$ cat src/rtl/tdm_mux_pkg.sv
// Shared constants, helpers and types for the round-robin TDM gather mux.
// Latency: n/a (declarations only).
// Backpressure: n/a (declarations only).
package tdm_mux_pkg;

    // Default fan-in of the gather mux.
    localparam int N_CH_DEFAULT = 8;

    // Width of a channel index for n channels; never narrower than one bit
    // so a 1-bit select still exists for the smallest legal fan-in.
    function automatic int sel_width(input int n);
        int w;
        w = 1;
        for (int i = 1; i < 31; i++) begin
            if ((1 << i) < n) begin
                w = i + 1;
            end
        end
        return w;
    endfunction

    // Occupancy of the single-entry output register.
    typedef enum logic {
        EMPTY = 1'b0,
        FULL  = 1'b1
    } out_state_e;

endpackage

$ cat src/rtl/tdm_mux8_rr_arbiter.sv
// Round-robin arbiter: grants the first requester at or after ptr, wrapping.
// Latency: purely combinational, zero cycles.
// Backpressure: en=0 forces an all-zero grant so nothing is accepted.
module rr_arbiter_n
    import tdm_mux_pkg::*;
#(
    parameter int N_CH  = N_CH_DEFAULT,
    parameter int SEL_W = sel_width(N_CH)
) (
    input  logic [N_CH-1:0]  req,
    input  logic [SEL_W-1:0] ptr,
    input  logic             en,
    output logic [N_CH-1:0]  grant,
    output logic [SEL_W-1:0] gnt_idx,
    output logic             gnt_any
);

    // Candidate channel for the current search step. N_CH is a power of two,
    // so the SEL_W-bit add wraps modulo N_CH without an explicit compare.
    logic [SEL_W-1:0] cand_idx;

    // Walk ptr, ptr+1, ... and latch the first asserted request.
    always_comb begin
        grant    = '0;
        gnt_idx  = '0;
        gnt_any  = 1'b0;
        cand_idx = '0;
        if (en) begin
            for (int k = 0; k < N_CH; k++) begin
                cand_idx = ptr + SEL_W'(k);
                if (!gnt_any && req[cand_idx]) begin
                    gnt_any         = 1'b1;
                    gnt_idx         = cand_idx;
                    grant[cand_idx] = 1'b1;
                end
            end
        end
    end

endmodule

$ cat src/rtl/tdm_mux8_rr.sv
// Round-robin TDM gather mux: N_CH valid/ready channels -> one tagged stream.
// Latency: 1 cycle from input accept to out_valid; 1 beat/cycle sustained.
// Backpressure: out_ready=0 with a full output register holds out_* and drops all in_ready.
// Optional: define TDM_MUX_STATS_EN to add the 16-bit beat_cnt output-transfer counter.
module tdm_mux8_rr
    import tdm_mux_pkg::*;
#(
    parameter int DATA_W = 1,
    parameter int N_CH   = N_CH_DEFAULT
) (
    input  logic                     clk,
    input  logic                     rst,
    input  logic [N_CH-1:0]          in_valid,
    input  logic [N_CH*DATA_W-1:0]   in_data,
    output logic [N_CH-1:0]          in_ready,
    output logic                     out_valid,
    output logic [DATA_W-1:0]        out_data,
    output logic [sel_width(N_CH)-1:0] out_sel,
    input  logic                     out_ready
`ifdef TDM_MUX_STATS_EN
    ,
    output logic [15:0]              beat_cnt
`endif
);

    localparam int SEL_W = sel_width(N_CH);

    out_state_e        state_q, state_d;
    logic [DATA_W-1:0] out_data_q, out_data_d;
    logic [SEL_W-1:0]  out_sel_q, out_sel_d;
    logic [SEL_W-1:0]  ptr_q, ptr_d;

    logic              load;
    logic              arb_en;
    logic [N_CH-1:0]   grant;
    logic [SEL_W-1:0]  gnt_idx;
    logic              gnt_any;
    logic [DATA_W-1:0] gnt_data;

    // The output register can take a new beat when it is empty or is being
    // drained this cycle. Reset suppresses every grant so no producer sees
    // a handshake that the reset would then swallow.
    assign load   = (state_q == EMPTY) || out_ready;
    assign arb_en = load && !rst;

    rr_arbiter_n #(
        .N_CH  (N_CH),
        .SEL_W (SEL_W)
    ) u_arb (
        .req     (in_valid),
        .ptr     (ptr_q),
        .en      (arb_en),
        .grant   (grant),
        .gnt_idx (gnt_idx),
        .gnt_any (gnt_any)
    );

    // The grant vector is the accept vector: at most one bit high.
    assign in_ready = grant;

    // AND-OR select of the granted channel's word (grant is one-hot or zero).
    always_comb begin
        gnt_data = '0;
        for (int i = 0; i < N_CH; i++) begin
            gnt_data = gnt_data | ({DATA_W{grant[i]}} & in_data[i*DATA_W +: DATA_W]);
        end
    end

    // Output-register FSM plus ptr update: capture on grant, drain on out_ready.
    always_comb begin
        state_d    = state_q;
        out_data_d = out_data_q;
        out_sel_d  = out_sel_q;
        ptr_d      = ptr_q;

        // ptr only moves on a grant and always points one past the winner.
        if (gnt_any) begin
            ptr_d      = gnt_idx + SEL_W'(1);
            out_data_d = gnt_data;
            out_sel_d  = gnt_idx;
        end

        unique case (state_q)
            EMPTY: begin
                if (gnt_any) begin
                    state_d = FULL;
                end
            end
            FULL: begin
                // Without out_ready there is no grant, so the held beat stays.
                if (out_ready) begin
                    state_d = gnt_any ? FULL : EMPTY;
                end
            end
            default: begin
                state_d = EMPTY;
            end
        endcase
    end

    // State register; reset discards any pending beat and restarts at ch0.
    always_ff @(posedge clk) begin
        if (rst) begin
            state_q    <= EMPTY;
            out_data_q <= '0;
            out_sel_q  <= '0;
            ptr_q      <= '0;
        end else begin
            state_q    <= state_d;
            out_data_q <= out_data_d;
            out_sel_q  <= out_sel_d;
            ptr_q      <= ptr_d;
        end
    end

    assign out_valid = (state_q == FULL);
    assign out_data  = out_data_q;
    assign out_sel   = out_sel_q;

`ifdef TDM_MUX_STATS_EN
    logic [15:0] beat_cnt_q, beat_cnt_d;
    logic        out_xfer;

    assign out_xfer = out_valid && out_ready;

    // Count completed output transfers; natural 16-bit wrap at 16'hFFFF.
    always_comb begin
        beat_cnt_d = beat_cnt_q;
        if (out_xfer) begin
            beat_cnt_d = beat_cnt_q + 16'd1;
        end
    end

    // Counter register, cleared by reset.
    always_ff @(posedge clk) begin
        if (rst) begin
            beat_cnt_q <= '0;
        end else begin
            beat_cnt_q <= beat_cnt_d;
        end
    end

    assign beat_cnt = beat_cnt_q;
`endif

endmodule
$ cat config.mk
export PLATFORM = sky130hd
export DESIGN_NAME = tdm_mux8_rr
export DESIGN_NICKNAME = d
export VERILOG_FILES = /design/src/rtl/tdm_mux_pkg.sv /design/src/rtl/tdm_mux8_rr_arbiter.sv /design/src/rtl/tdm_mux8_rr.sv
export SDC_FILE = /design/constraint.sdc
export NUM_CORES = 1
export LEC_CHECK = 0
export BUFFER_PORTS_ARGS = -buffer_cell sky130_fd_sc_hd__buf_2
export CAP_MARGIN = 40
export CORE_AREA = 5 5 71 73
export CTS_CLUSTER_DIAMETER = 40
export DETAILED_ROUTE_END_ITERATION = 10
export DIE_AREA = 0 0 76 78
export PLACE_DENSITY = 0.76
export SLEW_MARGIN = 20
export SYNTH_ARGS = -nofsm -noshare
export SYNTH_HDL_FRONTEND = slang
export SYNTH_SLANG_ARGS = --single-unit
$ cat constraint.sdc
create_clock -name clk -period 3.7 [get_ports clk]
set_input_delay 0.555 -clock clk [delete_from_list [all_inputs] [get_ports clk]]
set_output_delay 0.555 -clock clk [all_outputs]
set_load 0.02 [all_outputs]
==> flow_summary.yaml <==
outcome:
  status: "completed"
timing:
  fin_crit_ps: 3653
  finalWorstSetupSlack_ps: 47.28
  fin_crit_sh: 0.9872
  fmax_ghz: 0.2738
  relSlewSlack: 0.5666
  setup_viol: 0
  maxSlewViolCount: 0
  worst_hold_slack_ps: 467.5
  finalHoldViolCount: 0
  skew_ps: 4.686
  worst_pin_slew_ps: 645.5
job:
  cap_viol_max_count: 0
critical_path:
  cpMaxStageDelayCell: "mux4_2"
  cp_max_fo: 7
  criticalPathCategory: "flop to output pin"
  path_common_cell: "buf_4"
  start_kind: "flop"
  reg2reg_slack_ps: 170
  r2r_start: "ptr_q[0]"
  cp_num_buf_inv: 5
  ff2ff_path_depth: 16
  timing.rr.end: "ptr_q[2]"
  worst_setup_path_end_kind: "output pin"
  crit_family: "compound AO/OA/AOI/OAI gates"
  cp.required_ps: 3140
  cp_cell_sequence: "inv_6 -> ha_4 -> mux2i_2 -> mux4_2 -> a22oi_4 -> buf_6 -> buf_4 -> nor3_4 -> buf_4 -> a22o_1 -> a21oi_4 -> a21oi_4 -> buf_4"
  crit_arrival_ps: 3100
  cpPeakStageDelay_ps: 530
cts:
  ctsHtreeMaxLevel: 1
  clock_latency_ps: 230
  cts_max_path_buffers: 2
  hold_buffers: 0
  cts_buffers: 3
  clkSinkCount: 8
  path_clk_slew_ps: 40
  cts_tree: "done"
  root_buffer: "clkbuf_8"
pwr:
  p_int_uw: 1134
  pwr-share-comb: 0.903
  p_switching_uw: 1270
  max-vdd-ir-drop_mv: 0.5180
  power_uw: 2403
  leakage_uw: 0.001129
  pwr-share-seq: 0.055
  p_sw_frac: 0.5283
  powerDensity_nw_per_um2: 824.0
  clkPwrFrac: 0.042
layout:
  fin_nets: 366
  layout_commonest_cell: "buf_4"
  drive_gt1_frac: 0.3994
  most-common-layout-cells: "buf_4 (39), nand2_1 (29), buf_2 (29)"
  area_delta_synth_final_pct: 30.66
  diodes: 0
  n_fill_cell: 379
drt:
  drc: 0
  routed_wl_mm: 8.294
  first_pass_iters: 5
  top_layer: "met4"
  via_per_inst: 7.108
  detail_route.wl_per_cell_um: 21.27
  antenna_left: 0
  wl_met3_um: 719
  dr_wl_met2_mm: 3.948
  drtIter0Drc: 502
  vias: 2772
  wl_met1_mm: 3.306
synth:
  yosysSeqAreaShare: 0.07175
  synth_warnings: 0
  synth-seq-cells: 8
  avgSynthCellArea_um2: 7.944
  async_reset_ff_frac: 0
  synth_edf_count: 0
  syn-num-nets: 307
  synth_flop_cell: "dfxtp_1"
  syn-instance-count: 281
  synth.distinct_cells: 68
  netlist_area_um2: 2232
min_path:
  worstHoldStart: "out_sel[1]"
  hold_path_depth: 2
  holdPathEnd: "out_sel[1]"
  hp-class: "flop to flop"
grt:
  antenna_found_initial: 0
  first_global_vias: 2621
  grt_pass1_wl_mm: 13.02
  grt_overflow: 0
  grt_max_degree: 26
  grt_usage: 0.2584
placement:
  dp_hpwl_mm: 5.819
  portBuffers: 31
  place_ws_ps: 32.46
  place.gp.congestion: 1.098
die:
  dieHeight_um: 78
  io_pins: 32
  core-area_um2: 4294
  die_w_um: 76
  start_util: 0.5198
  rows: 24
  die_area_um2: 5928
## power groups by stage
stage               sequential [µW]  combinational (µW)  clock (µW)
floorplan                       151                1310           0
global placement                127                1740           0
detailed placement              128                1740           0
CTS                             128                1850         105
global route                    135                2290         109
finish                          132                2170         101
## how the worst max path moves through the flow
| stage | cells after the start | end | startpoint | slack [ps] |
|---|---|---|---|---|
| 2_1_floorplan | 12 | in_ready[4] | ptr_q[1] | -6 |
| 5_1_grt | 11 | in_ready[3] | ptr_q[2] | -40 |
| 3_3_place_gp | 9 | in_ready[1] | ptr_q[0] | 40 |
| 4_1_cts | 12 | in_ready[3] | ptr_q[0] | 5 |
| 6_report | 13 | in_ready[4] | ptr_q[0] | 50 |
| 3_5_place_dp | 9 | in_ready[1] | ptr_q[0] | 30 |
## registers in the layout, summed over array words and instances (netlist names)
register,cells
out_sel,3
out_data,1
out_valid,1
ptr_q,3
## final cells by class
| cell class | instances | area [µm²] | share of cell area |
|---|---|---|---|
| well taps | 52 | 65.06 | 0.02231 |
| repair buffers | 72 | 491.7 | 0.1686 |
| flip-flops and latches | 8 | 162.7 | 0.05577 |
| multi-input cells | 243 | 2102 | 0.7207 |
| clock buffers | 3 | 41.29 | 0.01416 |
| inverters | 12 | 53.80 | 0.01845 |
## metal layers
metal / vias up / track usage
met3: 39 / 0.02894
met2: 180 / 0.4229
met1: 1304 / 0.3451
met4: 0 / 0.1068
met5: - / 0
li1: 1249 / -
## synthesized netlist by cell type, types with 3 or more instances
cell type / number / area [µm²]
nand2_1: 29 / 108.9
mux4_2: 16 / 360.4
nor3_1: 11 / 55.05
mux2_2: 4 / 45.04
and3_1: 9 / 56.30
clkbuf_1: 7 / 26.28
o32ai_1: 4 / 35.03
nor4_1: 4 / 25.02
a41oi_1: 3 / 26.28
a21oi_1: 20 / 100.1
a22oi_1: 5 / 37.54
buf_6: 3 / 33.78
a22o_1: 3 / 26.28
nand2b_1: 5 / 31.28
dfxtp_1: 8 / 160.2
ha_1: 7 / 87.58
mux2i_2: 3 / 41.29
a31oi_1: 6 / 37.54
o21ai_0: 8 / 40.04
nand3_1: 11 / 55.05
buf_2: 5 / 25.02
nor2_1: 17 / 63.81
nand4_1: 9 / 56.30
and2_1: 4 / 25.02
a2bb2oi_1: 3 / 26.28
mux2i_1: 12 / 120.1
o31ai_1: 3 / 22.52
inv_1: 10 / 37.54
## repair_timing
action | 4_1_cts | 5_1_grt
endpoints found under the setup margin | 8 | 8
gates resized for setup | 12 | 24
pin swaps | 3 | 5
setup buffers | 7 | 15
## metrics by stage
step | std cells | cell area [µm²] | TNS (ps) | util
after floorplan | 281 | 2327 | -5.611 | -
after global placement | 365 | 2555 | 0 | 0.5950
after detailed placement | 365 | 2555 | 0 | 0.5950
after CTS | 375 | 2694 | 0 | 0.6273
after global routing | 390 | 2917 | -119.8 | 0.6792
final | 390 | 2917 | 0 | 0.6792
## kinds of logic (layout without fill, tap and decap cells)
kind of cell    after synthesis  in the layout  synth area share
mux                          35             35            0.2539
buf+inv                      30             87           0.06670
fa+ha+maj                     7              7           0.03924
xor+xnor                      3              3           0.01514
simple gates                112            112            0.2657
flops                         8              8           0.07175
compound gates               86             86            0.2876
## tightest hold or removal path, cell delays in order (launching register included)
cell,delay [ps]
dfxtp_1,300
nand2_1,60
a21oi_1,60
No activity file was read; power rests on OpenSTA's default activity.
